$ cat config.mk
export PLATFORM = sky130hd
export DESIGN_NAME = ga_sequencer_flat
export DESIGN_NICKNAME = d
export VERILOG_FILES = /design/src/rtl/ga_seq_if.sv /design/src/rtl/ga_sequencer.sv /design/src/flat_wrapper.sv
export SDC_FILE = /design/constraint.sdc
export NUM_CORES = 1
export LEC_CHECK = 0
export BUFFER_PORTS_ARGS = -buffer_cell sky130_fd_sc_hd__buf_4
export CAP_MARGIN = 5
export CORE_ASPECT_RATIO = 1.2
export CORE_MARGIN = 10
export CORE_UTILIZATION = 40
export DETAILED_ROUTE_END_ITERATION = 12
export RECOVER_POWER = 100
export SLEW_MARGIN = 0
export SYNTH_ARGS = -nofsm -noshare
export SYNTH_HDL_FRONTEND = slang
export SYNTH_SLANG_ARGS = --single-unit
$ cat constraint.sdc
create_clock -name clk -period 7.18 [get_ports clk]
set_clock_uncertainty 0.2 [all_clocks]
set_input_delay 0.718 -clock clk [delete_from_list [all_inputs] [get_ports clk]]
set_output_delay 0.718 -clock clk [all_outputs]
set_load 0.1 [all_outputs]
$ cat src/rtl/ga_seq_if.sv
// ga_seq_if: handshake and status bundle between the GA sequencer and the
// phase modules / population register / host.
//   go                  : one-cycle run request from the host
//   <phase>_start/_done : one-cycle start pulse out, one-cycle done pulse back
//                         (phases: init, fit, sel, mut)
//   pop_load_init/_mut  : one-cycle population register load enables
//   gen_count           : generations committed in the current run
//   busy/done/error     : run status; err_phase names the phase that timed out
// Optional (GA_EARLY_STOP_EN): fit_target_met in, early_stop out.
// modport master = sequencer side, modport slave = phase-module/host side.
interface ga_seq_if #(
  parameter int GEN_W = 16
);
  logic             go;
  logic             init_start;
  logic             init_done;
  logic             fit_start;
  logic             fit_done;
  logic             sel_start;
  logic             sel_done;
  logic             mut_start;
  logic             mut_done;
  logic             pop_load_init;
  logic             pop_load_mut;
  logic [GEN_W-1:0] gen_count;
  logic             busy;
  logic             done;
  logic             error;
  logic [1:0]       err_phase;
`ifdef GA_EARLY_STOP_EN
  logic             fit_target_met;
  logic             early_stop;

  modport master (
    input  go, init_done, fit_done, sel_done, mut_done, fit_target_met,
    output init_start, fit_start, sel_start, mut_start,
           pop_load_init, pop_load_mut, gen_count, busy, done, error,
           err_phase, early_stop
  );
  modport slave (
    output go, init_done, fit_done, sel_done, mut_done, fit_target_met,
    input  init_start, fit_start, sel_start, mut_start,
           pop_load_init, pop_load_mut, gen_count, busy, done, error,
           err_phase, early_stop
  );
`else
  modport master (
    input  go, init_done, fit_done, sel_done, mut_done,
    output init_start, fit_start, sel_start, mut_start,
           pop_load_init, pop_load_mut, gen_count, busy, done, error,
           err_phase
  );
  modport slave (
    output go, init_done, fit_done, sel_done, mut_done,
    input  init_start, fit_start, sel_start, mut_start,
           pop_load_init, pop_load_mut, gen_count, busy, done, error,
           err_phase
  );
`endif
endinterface

$ cat src/rtl/ga_sequencer.sv
// ga_sequencer: control-only scheduler for the genetic path-search engine.
// Runs one INIT phase, then NUM_GEN generations of FIT -> SEL -> MUT -> COMMIT.
// Each phase gets a registered one-cycle start pulse on entry and is left on
// its matching done pulse; a per-phase watchdog moves to ERROR after TIMEOUT
// busy cycles without a done.
// Ports:
//   clk   : system clock, all logic on posedge
//   rst_n : synchronous active-low reset
//   bus   : ga_seq_if.master (starts, dones, load enables, go, run status)
// Optional feature macro: GA_EARLY_STOP_EN -- when defined, fit_target_met
// sampled with fit_done sends FIT straight to FINISH and sets early_stop.
module ga_sequencer #(
  parameter int NUM_GEN = 100,
  parameter int GEN_W   = 16,
  parameter int TIMEOUT = 65535,
  parameter int TO_W    = 16
) (
  input  logic      clk,
  input  logic      rst_n,
  ga_seq_if.master  bus
);

  typedef enum logic [2:0] {
    S_IDLE, S_INIT, S_FIT, S_SEL, S_MUT, S_COMMIT, S_FINISH, S_ERROR
  } state_e;

  localparam logic [GEN_W-1:0] NUM_GEN_C = GEN_W'(NUM_GEN);
  localparam logic [TO_W-1:0]  TIMEOUT_C = TO_W'(TIMEOUT);

  state_e           state_q, state_d;
  logic [GEN_W-1:0] gen_q, gen_d;
  logic [TO_W-1:0]  wd_q, wd_d;
  logic [1:0]       err_phase_q, err_phase_d;
  logic             init_start_q, init_start_d;
  logic             fit_start_q, fit_start_d;
  logic             sel_start_q, sel_start_d;
  logic             mut_start_q, mut_start_d;
  logic             pop_load_init_q, pop_load_init_d;
  logic             pop_load_mut_q, pop_load_mut_d;
`ifdef GA_EARLY_STOP_EN
  logic             early_stop_q, early_stop_d;
`endif

  logic             wd_expired;
  logic [GEN_W-1:0] gen_inc;

  // Comparing against TIMEOUT-1 before incrementing lets TIMEOUT use the full
  // counter range without wrapping; the cycle on which this is true is the
  // TIMEOUT-th busy cycle of the phase.
  assign wd_expired = (wd_q == TIMEOUT_C - TO_W'(1));
  assign gen_inc    = gen_q + GEN_W'(1);

  // NOTE: every variable gets its default before the case so that no path
  // leaves one unassigned, which would infer a latch.
  always_comb begin
    state_d         = state_q;
    gen_d           = gen_q;
    wd_d            = wd_q;
    err_phase_d     = err_phase_q;
    init_start_d    = 1'b0;
    fit_start_d     = 1'b0;
    sel_start_d     = 1'b0;
    mut_start_d     = 1'b0;
    pop_load_init_d = 1'b0;
    pop_load_mut_d  = 1'b0;
`ifdef GA_EARLY_STOP_EN
    early_stop_d    = early_stop_q;
`endif

    case (state_q)
      S_IDLE, S_FINISH, S_ERROR: begin
        if (bus.go) begin
          state_d      = S_INIT;
          gen_d        = '0;
          wd_d         = '0;
          init_start_d = 1'b1;
`ifdef GA_EARLY_STOP_EN
          early_stop_d = 1'b0;
`endif
        end
      end

      // In every phase state the done input is tested first, so a done on the
      // watchdog's last cycle still wins over the timeout.
      S_INIT: begin
        if (bus.init_done) begin
          state_d         = S_FIT;
          wd_d            = '0;
          fit_start_d     = 1'b1;
          pop_load_init_d = 1'b1;
        end else if (wd_expired) begin
          state_d     = S_ERROR;
          err_phase_d = 2'd0;
        end else begin
          wd_d = wd_q + TO_W'(1);
        end
      end

      S_FIT: begin
        if (bus.fit_done) begin
`ifdef GA_EARLY_STOP_EN
          if (bus.fit_target_met) begin
            state_d      = S_FINISH;
            early_stop_d = 1'b1;
          end else begin
            state_d     = S_SEL;
            wd_d        = '0;
            sel_start_d = 1'b1;
          end
`else
          state_d     = S_SEL;
          wd_d        = '0;
          sel_start_d = 1'b1;
`endif
        end else if (wd_expired) begin
          state_d     = S_ERROR;
          err_phase_d = 2'd1;
        end else begin
          wd_d = wd_q + TO_W'(1);
        end
      end

      S_SEL: begin
        if (bus.sel_done) begin
          state_d     = S_MUT;
          wd_d        = '0;
          mut_start_d = 1'b1;
        end else if (wd_expired) begin
          state_d     = S_ERROR;
          err_phase_d = 2'd2;
        end else begin
          wd_d = wd_q + TO_W'(1);
        end
      end

      S_MUT: begin
        if (bus.mut_done) begin
          state_d        = S_COMMIT;
          pop_load_mut_d = 1'b1;
        end else if (wd_expired) begin
          state_d     = S_ERROR;
          err_phase_d = 2'd3;
        end else begin
          wd_d = wd_q + TO_W'(1);
        end
      end

      // One-cycle commit: pop_load_mut is high here (registered on MUT exit).
      // The counter never passes NUM_GEN even if it were already there.
      S_COMMIT: begin
        if (gen_q != NUM_GEN_C) begin
          gen_d = gen_inc;
        end
        if (gen_inc == NUM_GEN_C || gen_q == NUM_GEN_C) begin
          state_d = S_FINISH;
        end else begin
          state_d     = S_FIT;
          wd_d        = '0;
          fit_start_d = 1'b1;
        end
      end

      default: state_d = S_IDLE;
    endcase
  end

  // NOTE: state registers use non-blocking assignments so every flop samples
  // the values from before this edge, independent of statement order.
  always_ff @(posedge clk) begin
    if (!rst_n) begin
      state_q         <= S_IDLE;
      gen_q           <= '0;
      wd_q            <= '0;
      err_phase_q     <= 2'd0;
      init_start_q    <= 1'b0;
      fit_start_q     <= 1'b0;
      sel_start_q     <= 1'b0;
      mut_start_q     <= 1'b0;
      pop_load_init_q <= 1'b0;
      pop_load_mut_q  <= 1'b0;
`ifdef GA_EARLY_STOP_EN
      early_stop_q    <= 1'b0;
`endif
    end else begin
      state_q         <= state_d;
      gen_q           <= gen_d;
      wd_q            <= wd_d;
      err_phase_q     <= err_phase_d;
      init_start_q    <= init_start_d;
      fit_start_q     <= fit_start_d;
      sel_start_q     <= sel_start_d;
      mut_start_q     <= mut_start_d;
      pop_load_init_q <= pop_load_init_d;
      pop_load_mut_q  <= pop_load_mut_d;
`ifdef GA_EARLY_STOP_EN
      early_stop_q    <= early_stop_d;
`endif
    end
  end

  assign bus.init_start    = init_start_q;
  assign bus.fit_start     = fit_start_q;
  assign bus.sel_start     = sel_start_q;
  assign bus.mut_start     = mut_start_q;
  assign bus.pop_load_init = pop_load_init_q;
  assign bus.pop_load_mut  = pop_load_mut_q;
  assign bus.gen_count     = gen_q;
  assign bus.err_phase     = err_phase_q;
  assign bus.busy          = !(state_q inside {S_IDLE, S_FINISH, S_ERROR});
  assign bus.done          = (state_q == S_FINISH);
  assign bus.error         = (state_q == S_ERROR);
`ifdef GA_EARLY_STOP_EN
  assign bus.early_stop    = early_stop_q;
`endif

endmodule

$ cat src/flat_wrapper.sv
// flat-port wrapper written by rule: the top's interface ports become plain ports
module ga_sequencer_flat 
#(
  parameter int NUM_GEN = 100,
  parameter int GEN_W   = 16,
  parameter int TIMEOUT = 65535,
  parameter int TO_W    = 16
)
  (clk, rst_n, bus_go, bus_init_done, bus_fit_done, bus_sel_done, bus_mut_done, bus_init_start, bus_fit_start, bus_sel_start, bus_mut_start, bus_pop_load_init, bus_pop_load_mut, bus_gen_count, bus_busy, bus_done, bus_error, bus_err_phase);
  ga_seq_if #(.GEN_W(GEN_W)) bus_i ();
  input  logic clk;
  input  logic rst_n;
  input wire logic [$bits(bus_i.go)-1:0] bus_go;
  input wire logic [$bits(bus_i.init_done)-1:0] bus_init_done;
  input wire logic [$bits(bus_i.fit_done)-1:0] bus_fit_done;
  input wire logic [$bits(bus_i.sel_done)-1:0] bus_sel_done;
  input wire logic [$bits(bus_i.mut_done)-1:0] bus_mut_done;
  output wire logic [$bits(bus_i.init_start)-1:0] bus_init_start;
  output wire logic [$bits(bus_i.fit_start)-1:0] bus_fit_start;
  output wire logic [$bits(bus_i.sel_start)-1:0] bus_sel_start;
  output wire logic [$bits(bus_i.mut_start)-1:0] bus_mut_start;
  output wire logic [$bits(bus_i.pop_load_init)-1:0] bus_pop_load_init;
  output wire logic [$bits(bus_i.pop_load_mut)-1:0] bus_pop_load_mut;
  output wire logic [$bits(bus_i.gen_count)-1:0] bus_gen_count;
  output wire logic [$bits(bus_i.busy)-1:0] bus_busy;
  output wire logic [$bits(bus_i.done)-1:0] bus_done;
  output wire logic [$bits(bus_i.error)-1:0] bus_error;
  output wire logic [$bits(bus_i.err_phase)-1:0] bus_err_phase;
  assign bus_i.go = bus_go;
  assign bus_i.init_done = bus_init_done;
  assign bus_i.fit_done = bus_fit_done;
  assign bus_i.sel_done = bus_sel_done;
  assign bus_i.mut_done = bus_mut_done;
  assign bus_init_start = bus_i.init_start;
  assign bus_fit_start = bus_i.fit_start;
  assign bus_sel_start = bus_i.sel_start;
  assign bus_mut_start = bus_i.mut_start;
  assign bus_pop_load_init = bus_i.pop_load_init;
  assign bus_pop_load_mut = bus_i.pop_load_mut;
  assign bus_gen_count = bus_i.gen_count;
  assign bus_busy = bus_i.busy;
  assign bus_done = bus_i.done;
  assign bus_error = bus_i.error;
  assign bus_err_phase = bus_i.err_phase;
  ga_sequencer #(.NUM_GEN(NUM_GEN), .GEN_W(GEN_W), .TIMEOUT(TIMEOUT), .TO_W(TO_W)) u_core (.clk(clk), .rst_n(rst_n), .bus(bus_i));
endmodule
==> results by group, run 1 <==
Status
  • Status: completed

Min path
  • Hold-critical path depth: 2
  • Hold path start: u_core.wd_q[15]
  • Worst Hold Class: flop to flop
  • Hold endpoint: u_core.wd_q[15]

Setup path
  • Critical Path RT: 7.21 ns
  • Worst path cell trace: clkbuf_1 > inv_1 > or3_1 > or4_1 > o211ai_1
  • CP Class: input port to flop
  • Critical path startpoint category: input port
  • CP delay by family, top: buffers and inverters
  • Reg2reg start: u_core.bus.gen_count[2]
  • R2R setup slack: 3.98 ns
  • Worst R2R Path Depth: 6
  • Critical path peak fanout: 24
  • Worst path max stage delay: 0.73 ns
  • Critical Path End Type: flop
  • Worst endpoint data arrival time: 3.34 ns
  • CP max-delay cell: clkbuf_1
  • Crit path buffers/inverters: 2
  • CP startpoint: rst_n
  • Reg2reg end: u_core.wd_q[0]

Clock tree
  • Max H-tree Level: 2
  • Post-CTS sizing: 0
  • CTS Hold Bufs: 0
  • Clock Path Buffers: 2
  • Root buffer cell: clkbuf_8
  • Clock sinks: 43
  • Cts bufs inserted: 5
  • Clk_lat worst skew: 0.30 ns
  • Post-CTS Setup Inserts: 0
  • Clk slew on worst S/H paths: 0.09 ns
  • CTS tree: built

Finish
  • Final nets: 389
  • Final instance area: 2970 µm²
  • Ratio of cells with drive above 1 in the final layout: 0.0528
  • Area grow syn2layout: 9.86%
  • Fillcell total: 718
  • Number of diodes: 0

Die
  • Core box area: 6490 µm²
  • Initial core utilization: 0.417
  • Io pins: 34
  • Die Width: 95.1 µm
  • Die Area: 10500 µm²
  • Rows: 32
  • Die height: 110 µm

Timing
  • FMAX: 302 MHz
  • Setup violators final: 0
  • Final slew viol count: 0
  • Max-slew headroom: 0.214
  • Final worst-path cycle share: 0.462
  • Hold Fails Final Rpt: 0
  • Worst-Margin Slew: 1.18 ns
  • Setup tns final: 0 ns
  • Unrepaired setup endpoints after global routing: no
  • Minimum clock period: 3.32 ns

Synthesis
  • Part of the Yosys area used for sequential elements: 0.318
  • Mapped Nets: 369
  • Post-synth EDFFs: 0
  • Synth area leader: dfxtp_1
  • Yosys top cell area share: 0.318
  • Synth Warn #: 0
  • Mapped Cells: 358
  • Synth area leaders: dfxtp_1 32%, nor2_1 5.4%, nand2_1 5.0%
  • Commonest cells in the netlist: 43 x dfxtp_1, 39 x nor2_1, 36 x nand2_1
  • Top FF cell, synth: dfxtp_1
  • Cell Area, Synth: 2700 µm²
  • FF+latch count, synth: 43
  • Most common cell in the netlist: dfxtp_1
  • Mean post-synth cell area: 7.55 µm²
  • Asr flop ratio synth: 0
  • Netlist cell types: 59

Power
  • Clock share of power: 0.332
  • Combinational share of power: 0.271
  • Net Switching: 0.241 mW
  • Sequential Power Share: 0.397
  • PD cells: 229 nW/µm²
  • Overall power: 0.680 mW
  • Sw frac: 0.354
  • VDD IR max: 0.000114 V
  • Leak Pwr: 0.925 nW
  • Int Pwr: 0.439 mW

Route
  • 1st-pass router iterations: 4
  • DRC viols: 0
  • Total Routed Length: 7160 µm
  • DR vias/cell: 5.88
  • DRT antenna net count: 0
  • DR WL/cell: 15.4 µm
  • Total number of vias: 2730
  • DRT iter0 DRCs: 138

GRT
  • Pin count of the biggest net entering global routing: 25
  • Number of global-route vias before repair: 2479
  • Grt ovf: 0
  • Initial antenna violation count: 0
  • Global-route wire length before repair: 11900 µm
  • Total global-route track usage: 0.138

Place
  • I/O Buffers: 33
  • Detailed placement HPWL: 5170 µm
  • RD Place Congestion: 0.885
  • Placed cell area: 2970 µm²

Run
  • Maxcap violations: 0
[sequential cells by signal, indices dropped and copies added, names as in the netlist]
name and count:
u_core.bus.pop_load_mut 1, u_core.bus.mut_start 1, u_core.bus.fit_start 1, u_core.bus.pop_load_init 1, u_core.state_q 3, u_core.bus.gen_count 16, u_core.wd_q 16, u_core.bus.err_phase 2
u_core.bus.sel_start 1, u_core.bus.init_start 1
[final cells by class]
cell class	count	area, µm²	area share
clock inverter	2	60.1	0.0202
clock buffer	6	72.6	0.0244
timing repair buffer	34	150	0.0505
sequential	43	861	0.290
multi-input combinational	283	1680	0.565
inverter	11	41.3	0.0139
tap	85	106	0.0358
[logic make-up after synthesis]
logic type / after synthesis / synth area share
xor+xnor: 8 / 0.0259
simple gates: 166 / 0.319
flops: 43 / 0.318
mux: 6 / 0.0222
compound gates: 99 / 0.243
buf+inv: 32 / 0.0523
fa+ha+maj: 4 / 0.0185
[how the worst max path moves through the flow]
stage / slack [ns] / cells after the start / to
finish: 3.86 / 5 / u_core.wd_q[5]
CTS: 4.24 / 6 / u_core.wd_q[0]
global placement: 4.28 / 7 / u_core.bus.fit_start
detailed placement: 4.26 / 6 / u_core.wd_q[0]
floorplan: 3.74 / 8 / u_core.bus.fit_start
global route: 3.66 / 5 / u_core.wd_q[5]
[worst reg2reg max path, stage by stage, from the launching register on]
cell and delay [ns]:
dfxtp_1 0.49, nand3_1 0.42, nor4_1 0.55, mux2i_1 0.25, or4b_1 0.49, o21ba_1 0.38
a311oi_1 0.31
[routing by layer]
layer | GRT usage | vias up | wire length [µm]
li1 | - | 1365 | -
met1 | 0.167 | 1278 | 3220
met2 | 0.226 | 73 | 3380
met3 | 0.0372 | 14 | 395
met4 | 0.0589 | 0 | 167
met5 | 0 | - | 0
[cell usage in the layout (no fill, tap or decap), types with 7 or more instances in the layout]
cell type,synthesis,final
nor4_1,13,13
nor3_1,9,9
nand4_1,13,13
inv_1,11,11
dfxtp_1,43,43
nand3_1,15,16
o31a_1,9,9
nand2_1,36,36
clkbuf_1,12,29
nor2_1,39,39
a21oi_1,23,23
a211oi_1,7,7
o21ai_0,26,28
[power by group through the flow]
stage | combinational, mW | clock (mW) | sequential, mW
2_1_floorplan | 0.148 | 0 | 0.278
3_3_place_gp | 0.193 | 0 | 0.275
3_5_place_dp | 0.191 | 0 | 0.275
4_1_cts | 0.192 | 0.232 | 0.269
5_1_grt | 0.201 | 0.241 | 0.273
6_report | 0.184 | 0.226 | 0.270
[through the flow]
step / setup slack [ns] / std cells / hold slack (ns) / util
global route: 3.66 / 464 / 0.363 / 0.458
CTS: 4.24 / 464 / 0.297 / 0.478
finish: 3.86 / 464 / 0.298 / 0.458
floorplan: 3.74 / 358 / 0.258 / -
global placement: 4.28 / 456 / 0.280 / 0.457
detailed placement: 4.26 / 456 / 0.284 / 0.457
Power figures use the tool's default switching activity.
==> run 2: changes to the inputs <==
- clock period: 7.18 -> 3.4 ns (I/O delays scaled with it)
==> results by group, run 2 (synthesized netlist as in run 1, its figures left out) <==
Power
  • Leak Pwr: 0.920 nW (-0.57%)
  • Sw frac: 0.389 (+0.0348)
  • Overall power: 1.28 mW (+89%)
  • VDD IR max: 0.000158 V (+38%)
  • Clock share of power: 0.249 (-0.083)
  • Int Pwr: 0.785 mW (+79%)
  • Combinational share of power: 0.307 (+0.036)
  • PD cells: 434 nW/µm² (+90%)
  • Net Switching: 0.500 mW (+110%)
  • Sequential Power Share: 0.444 (+0.047)

Route
  • 1st-pass router iterations: 5 (+1)
  • Total number of vias: 2740 (+0.37%)
  • Total Routed Length: 7440 µm (+3.8%)
  • DR vias/cell: 5.88 (about the same)
  • DRC viols: 0 (unchanged)
  • DRT antenna net count: 0 (unchanged)
  • DRT iter0 DRCs: 134 (-2.9%)
  • DR WL/cell: 16.0 µm (+3.4%)

Clock tree
  • Post-CTS sizing: 0 (unchanged)
  • Clock Path Buffers: 2 (unchanged)
  • CTS Hold Bufs: 0 (unchanged)
  • Cts bufs inserted: 5 (unchanged)
  • Max H-tree Level: 2 (unchanged)
  • CTS tree: built
  • Clk_lat worst skew: 0.30 ns (about the same)
  • Clk slew on worst S/H paths: 0.09 ns (about the same)
  • Post-CTS Setup Inserts: 0 (unchanged)
  • Root buffer cell: clkbuf_8
  • Clock sinks: 43 (unchanged)

Timing
  • Setup tns final: 0 ns (unchanged)
  • Final slew viol count: 0 (unchanged)
  • Unrepaired setup endpoints after global routing: no
  • FMAX: 330 MHz
  • Minimum clock period: 3.03 ns
  • Hold Fails Final Rpt: 0 (unchanged)
  • Worst-Margin Slew: 1.20 ns (+0.0148 ns)
  • Max-slew headroom: 0.204 (-0.00983)
  • Setup violators final: 0 (unchanged)
  • Final worst-path cycle share: 0.890

Finish
  • Ratio of cells with drive above 1 in the final layout: 0.0709 (+0.0181)
  • Final nets: 391 (+0.51%)
  • Register Area: 863 µm² (+0.29%)
  • Fillcell total: 682 (-5.0%)
  • Area grow syn2layout: 9.35%
  • Most common cell after layout, fill and taps aside: dfxtp_1
  • Post-layout util: 0.456 (-0.00212)
  • Multi-input combinational cell area: 1690 µm² (+0.75%)
  • Most frequent cells in the layout: 41 x dfxtp_1, 39 x nor2_1, 36 x nand2_1, 28 x o21ai_0, 28 x clkbuf_1
  • Non-filler cells, final: 466 (+0.43%)
  • Number of diodes: 0 (unchanged)

Setup path
  • Critical path peak fanout: 15 (-38%)
  • Critical path startpoint category: flop
  • Critical Path RT: 3.40 ns (-3.81 ns)
  • R2R setup slack: 0.37 ns (-3.61 ns)
  • Worst endpoint data arrival time: 3.03 ns (-0.31 ns)
  • Critical Path End Type: flop
  • CP Class: flop to flop

GRT
  • Number of global-route vias before repair: 2493 (+0.56%)
  • Grt ovf: 0 (unchanged)
  • Met3 Usage GRT: 0.0379 (+0.000677)
  • Total global-route track usage: 0.145 (+0.00680)
  • Initial antenna violation count: 0 (unchanged)
  • Most Crowded Layer GR: met2
  • Pin count of the biggest net entering global routing: 24 (-4.0%)
  • GRT met1 Usage: 0.181 (+0.0143)
  • Met2 usage: 0.237 (+0.0108)
  • Global-route wire length before repair: 12400 µm (+3.9%)

Die
  • Die Width: 95.1 µm (unchanged)
  • Die height: 110 µm (unchanged)
  • Io pins: 34 (unchanged)
  • Core box area: 6490 µm² (unchanged)
  • Rows: 32 (unchanged)
  • Initial core utilization: 0.417 (unchanged)
  • Die Area: 10500 µm² (unchanged)

Place
  • DP Cell Count: 458 (+0.44%)
  • I/O Buffers: 33 (unchanged)
  • Detailed placement HPWL: 5360 µm (+3.7%)
  • RD Place Congestion: 0.866 (-2.2%)

Status
  • Status: completed

Min path
  • Worst Hold Class: input port to flop

Run
  • Maxcap violations: 0 (unchanged)
==> run 2: power groups by stage <==
| stage | logic (mW) | clock network (mW) | registers, mW |
|---|---|---|---|
| after CTS | 0.407 | 0.337 | 0.569 |
| after global routing | 0.432 | 0.355 | 0.578 |
| after floorplan | 0.312 | 0 | 0.587 |
| after detailed placement | 0.404 | 0 | 0.581 |
| after global placement | 0.405 | 0 | 0.581 |
| final | 0.395 | 0.320 | 0.570 |
==> run 2: layer usage <==
metal  wire (µm)  share of wire
met1        3200           0.43
met2        3700           0.50
met3         484          0.065
met4          53         0.0071
met5           0              0
==> run 2: layout make-up <==
| cell class | instances | area share |
|---|---|---|
| timing repair buffer | 36 | 0.0584 |
| multi-input combinational | 283 | 0.572 |
| clock buffer | 7 | 0.0258 |
| clock inverter | 1 | 0.00169 |
| sequential | 43 | 0.292 |
| tap | 85 | 0.0360 |
| inverter | 11 | 0.0140 |
==> run 2: path summary, 6_finish.rpt <==
kind | from | to | cells after the start
worst max-delay path | u_core.bus.gen_count[2] | u_core.wd_q[11] | 6
worst min register to register | u_core.wd_q[15] | u_core.wd_q[15] | 2
worst max register to register | u_core.bus.gen_count[2] | u_core.wd_q[11] | 6
worst min-delay path | bus_sel_done | u_core.bus.mut_start | 3
==> run 2: through the flow <==
step                area (µm²)  hold WS [ns]  worst slack (ns)
floorplan                 2710         0.258             0.109
global placement          2980         0.283             0.557
detailed placement        2980         0.291             0.505
CTS                       3060        0.0930             0.479
global route              2960        0.0909             0.157
finish                    2960        0.0958             0.374
==> run 2: worst max-delay path, stage by stage (launching register included) <==
cell,delay (ns)
dfxtp_1,0.52
nand3_2,0.30
nor4_1,0.48
mux2i_1,0.25
or4b_1,0.49
o21ba_1,0.39
o32ai_1,0.31
==> run 3: changes to the inputs <==
- clock period: 3.4 -> 2.6 ns (I/O delays scaled with it)
==> results by group, run 3 (synthesized netlist as in run 1, its figures left out) <==
Status
  • Status: completed

Die
  • Core box area: 6490 µm² (unchanged)
  • Initial core utilization: 0.417 (unchanged)
  • Die height: 110 µm (unchanged)
  • Die Width: 95.1 µm (unchanged)
  • Rows: 32 (unchanged)
  • Die Area: 10500 µm² (unchanged)
  • Io pins: 34 (unchanged)

Power
  • Leak Pwr: 1.18 nW (+28%)
  • VDD IR max: 0.000284 V (+80%)
  • Overall power: 1.87 mW (+45%)
  • PD cells: 551 nW/µm² (+27%)

Route
  • 1st-pass router iterations: 4 (-1)
  • Total Routed Length: 7830 µm (+5.3%)
  • DR vias/cell: 5.73 (-2.5%)
  • DRC viols: 0 (unchanged)
  • DRT antenna net count: 0 (unchanged)
  • DRT iter0 DRCs: 142 (+6.0%)
  • DR WL/cell: 15.8 µm (-1.3%)
  • Total number of vias: 2849 (+4.0%)

Timing
  • FMAX: 400 MHz (+21%)
  • Setup violators final: 0 (unchanged)
  • Max-slew headroom: 0.215 (+0.0111)
  • Hold Fails Final Rpt: 0 (unchanged)
  • Final slew viol count: 0 (unchanged)
  • WHS: 0.0112 ns (-0.0846 ns)
  • Setup tns final: 0 ns (unchanged)
  • Minimum clock period: 2.50 ns (-0.529 ns)
  • Unrepaired setup endpoints after global routing: yes
  • Worst-Margin Slew: 1.18 ns (-0.0167 ns)
  • Final worst-path cycle share: 0.961 (+0.0706)

Clock tree
  • Max H-tree Level: 2 (unchanged)
  • Root buffer cell: clkbuf_8
  • Clk_lat worst skew: 0.30 ns (about the same)
  • CTS Hold Bufs: 0 (unchanged)
  • Cts bufs inserted: 5 (unchanged)
  • Clock Path Buffers: 2 (unchanged)
  • Clk slew on worst S/H paths: 0.09 ns (about the same)
  • CTS tree: built
  • Clock sinks: 43 (unchanged)

Finish
  • Final instance area: 3380 µm² (+14%)
  • Area grow syn2layout: 25.1%
  • Most common cell after layout, fill and taps aside: buf_4
  • Register Area: 911 µm² (+5.5%)
  • Fillcell total: 687 (+0.73%)
  • Post-layout util: 0.522 (+0.0658)
  • Multi-input combinational cell area: 1750 µm² (+3.2%)
  • Number of diodes: 0 (unchanged)
  • Final nets: 422 (+7.9%)
  • Ratio of cells with drive above 1 in the final layout: 0.228 (+0.157)
  • Most frequent cells in the layout: 53 x buf_4, 39 x nor2_1, 36 x nand2_1, 27 x dfxtp_1, 26 x o21ai_0

GRT
  • Number of global-route vias before repair: 2740 (+9.9%)
  • Pin count of the biggest net entering global routing: 24 (unchanged)
  • Initial antenna violation count: 0 (unchanged)
  • Grt ovf: 0 (unchanged)
  • Total global-route track usage: 0.151 (+0.00645)
  • Global-route wire length before repair: 13000 µm (+5.1%)

Min path
  • Worst Hold Class: input port to flop
  • Hold path start: bus_fit_done

Setup path
  • Worst path max stage delay: 0.51 ns (about the same)
  • Critical path startpoint category: flop
  • CP startpoint: u_core.bus.gen_count[3]
  • Critical path peak fanout: 8 (-7)
  • Critical Path RT: 2.60 ns (-0.80 ns)
  • CP Class: flop to flop
  • Reg2reg start: u_core.bus.gen_count[3]
  • CP max-delay cell: or4b_1
  • Critical Path End Type: flop
  • Crit path buffers/inverters: 0 (unchanged)
  • Worst path cell trace: nand3_4 > or3_1 > a2111oi_2 > nand4_1 > or4b_1 > a31o_1
  • CP delay by family, top: simple AND/OR/NAND/NOR gates
  • Worst endpoint data arrival time: 2.49 ns (-0.54 ns)

Place
  • Detailed placement HPWL: 5810 µm (+8.3%)
  • RD Place Congestion: 0.877 (+1.2%)
  • Placed cell area: 3280 µm² (+9.9%)
  • I/O Buffers: 33 (unchanged)

Run
  • Maxcap violations: 0 (unchanged)
[run 3: cell count changes in the layout (fill, tap and decap cells not counted), sizes merged]
| cell | previous run | this run |
|---|---|---|
| buf | 10 | 54 |
| clkbuf | 33 | 20 |
[run 3: through the flow]
stage | setup WS (ns) | instances
after CTS | 0.00676 | 496
after global routing | -0.0342 | 497
final | 0.103 | 497
after global placement | 0.0486 | 488
after floorplan | -0.126 | 358
after detailed placement | -0.0140 | 488
[run 3: final timing paths]
check / to / slack [ns] / cells past startpoint
hold reg to reg: u_core.wd_q[15] / 0.29 / 2
setup reg to reg: u_core.bus.fit_start / 0.10 / 6
setup / recovery: u_core.bus.fit_start / 0.10 / 6
hold / removal: u_core.bus.sel_start / 0.01 / 3
[run 3: final cells by class]
class	instances	share of cell area
Clock inverter	1	0.00148
Timing Repair Buffer	67	0.138
Sequential cell	43	0.269
Clock buffer	7	0.0318
Inverter	11	0.0122
Tap cell	85	0.0314
Multi-Input combinational cell	283	0.516
[run 3: what timing repair did]
item / in CTS / in global routing
buffers inserted: 0 / 1
setup endpoints to repair: 2 / 13
resized for setup: 0 / 6
pin swaps: 1 / 1
[run 3: layer usage]
metal  global-route usage  part of all wire  vias to the layer above
li1                     -                 -                     1435
met1                0.180              0.43                     1327
met2                0.250              0.50                       74
met3               0.0338             0.054                       13
met4               0.0792             0.021                        0
met5                    0                 0                        -
[run 3: worst min-delay path, cell delays in order]
cell and delay, ns:
buf_4 0.12, nand3_1 0.06, nor2_1 0.03
[run 3: where the power goes]
group          internal, mW  total, mW  switching [mW]
Sequential            0.670      0.706          0.0354
Combinational         0.235      0.642           0.407
Clock                 0.273      0.518           0.245
Total                  1.18       1.87           0.688
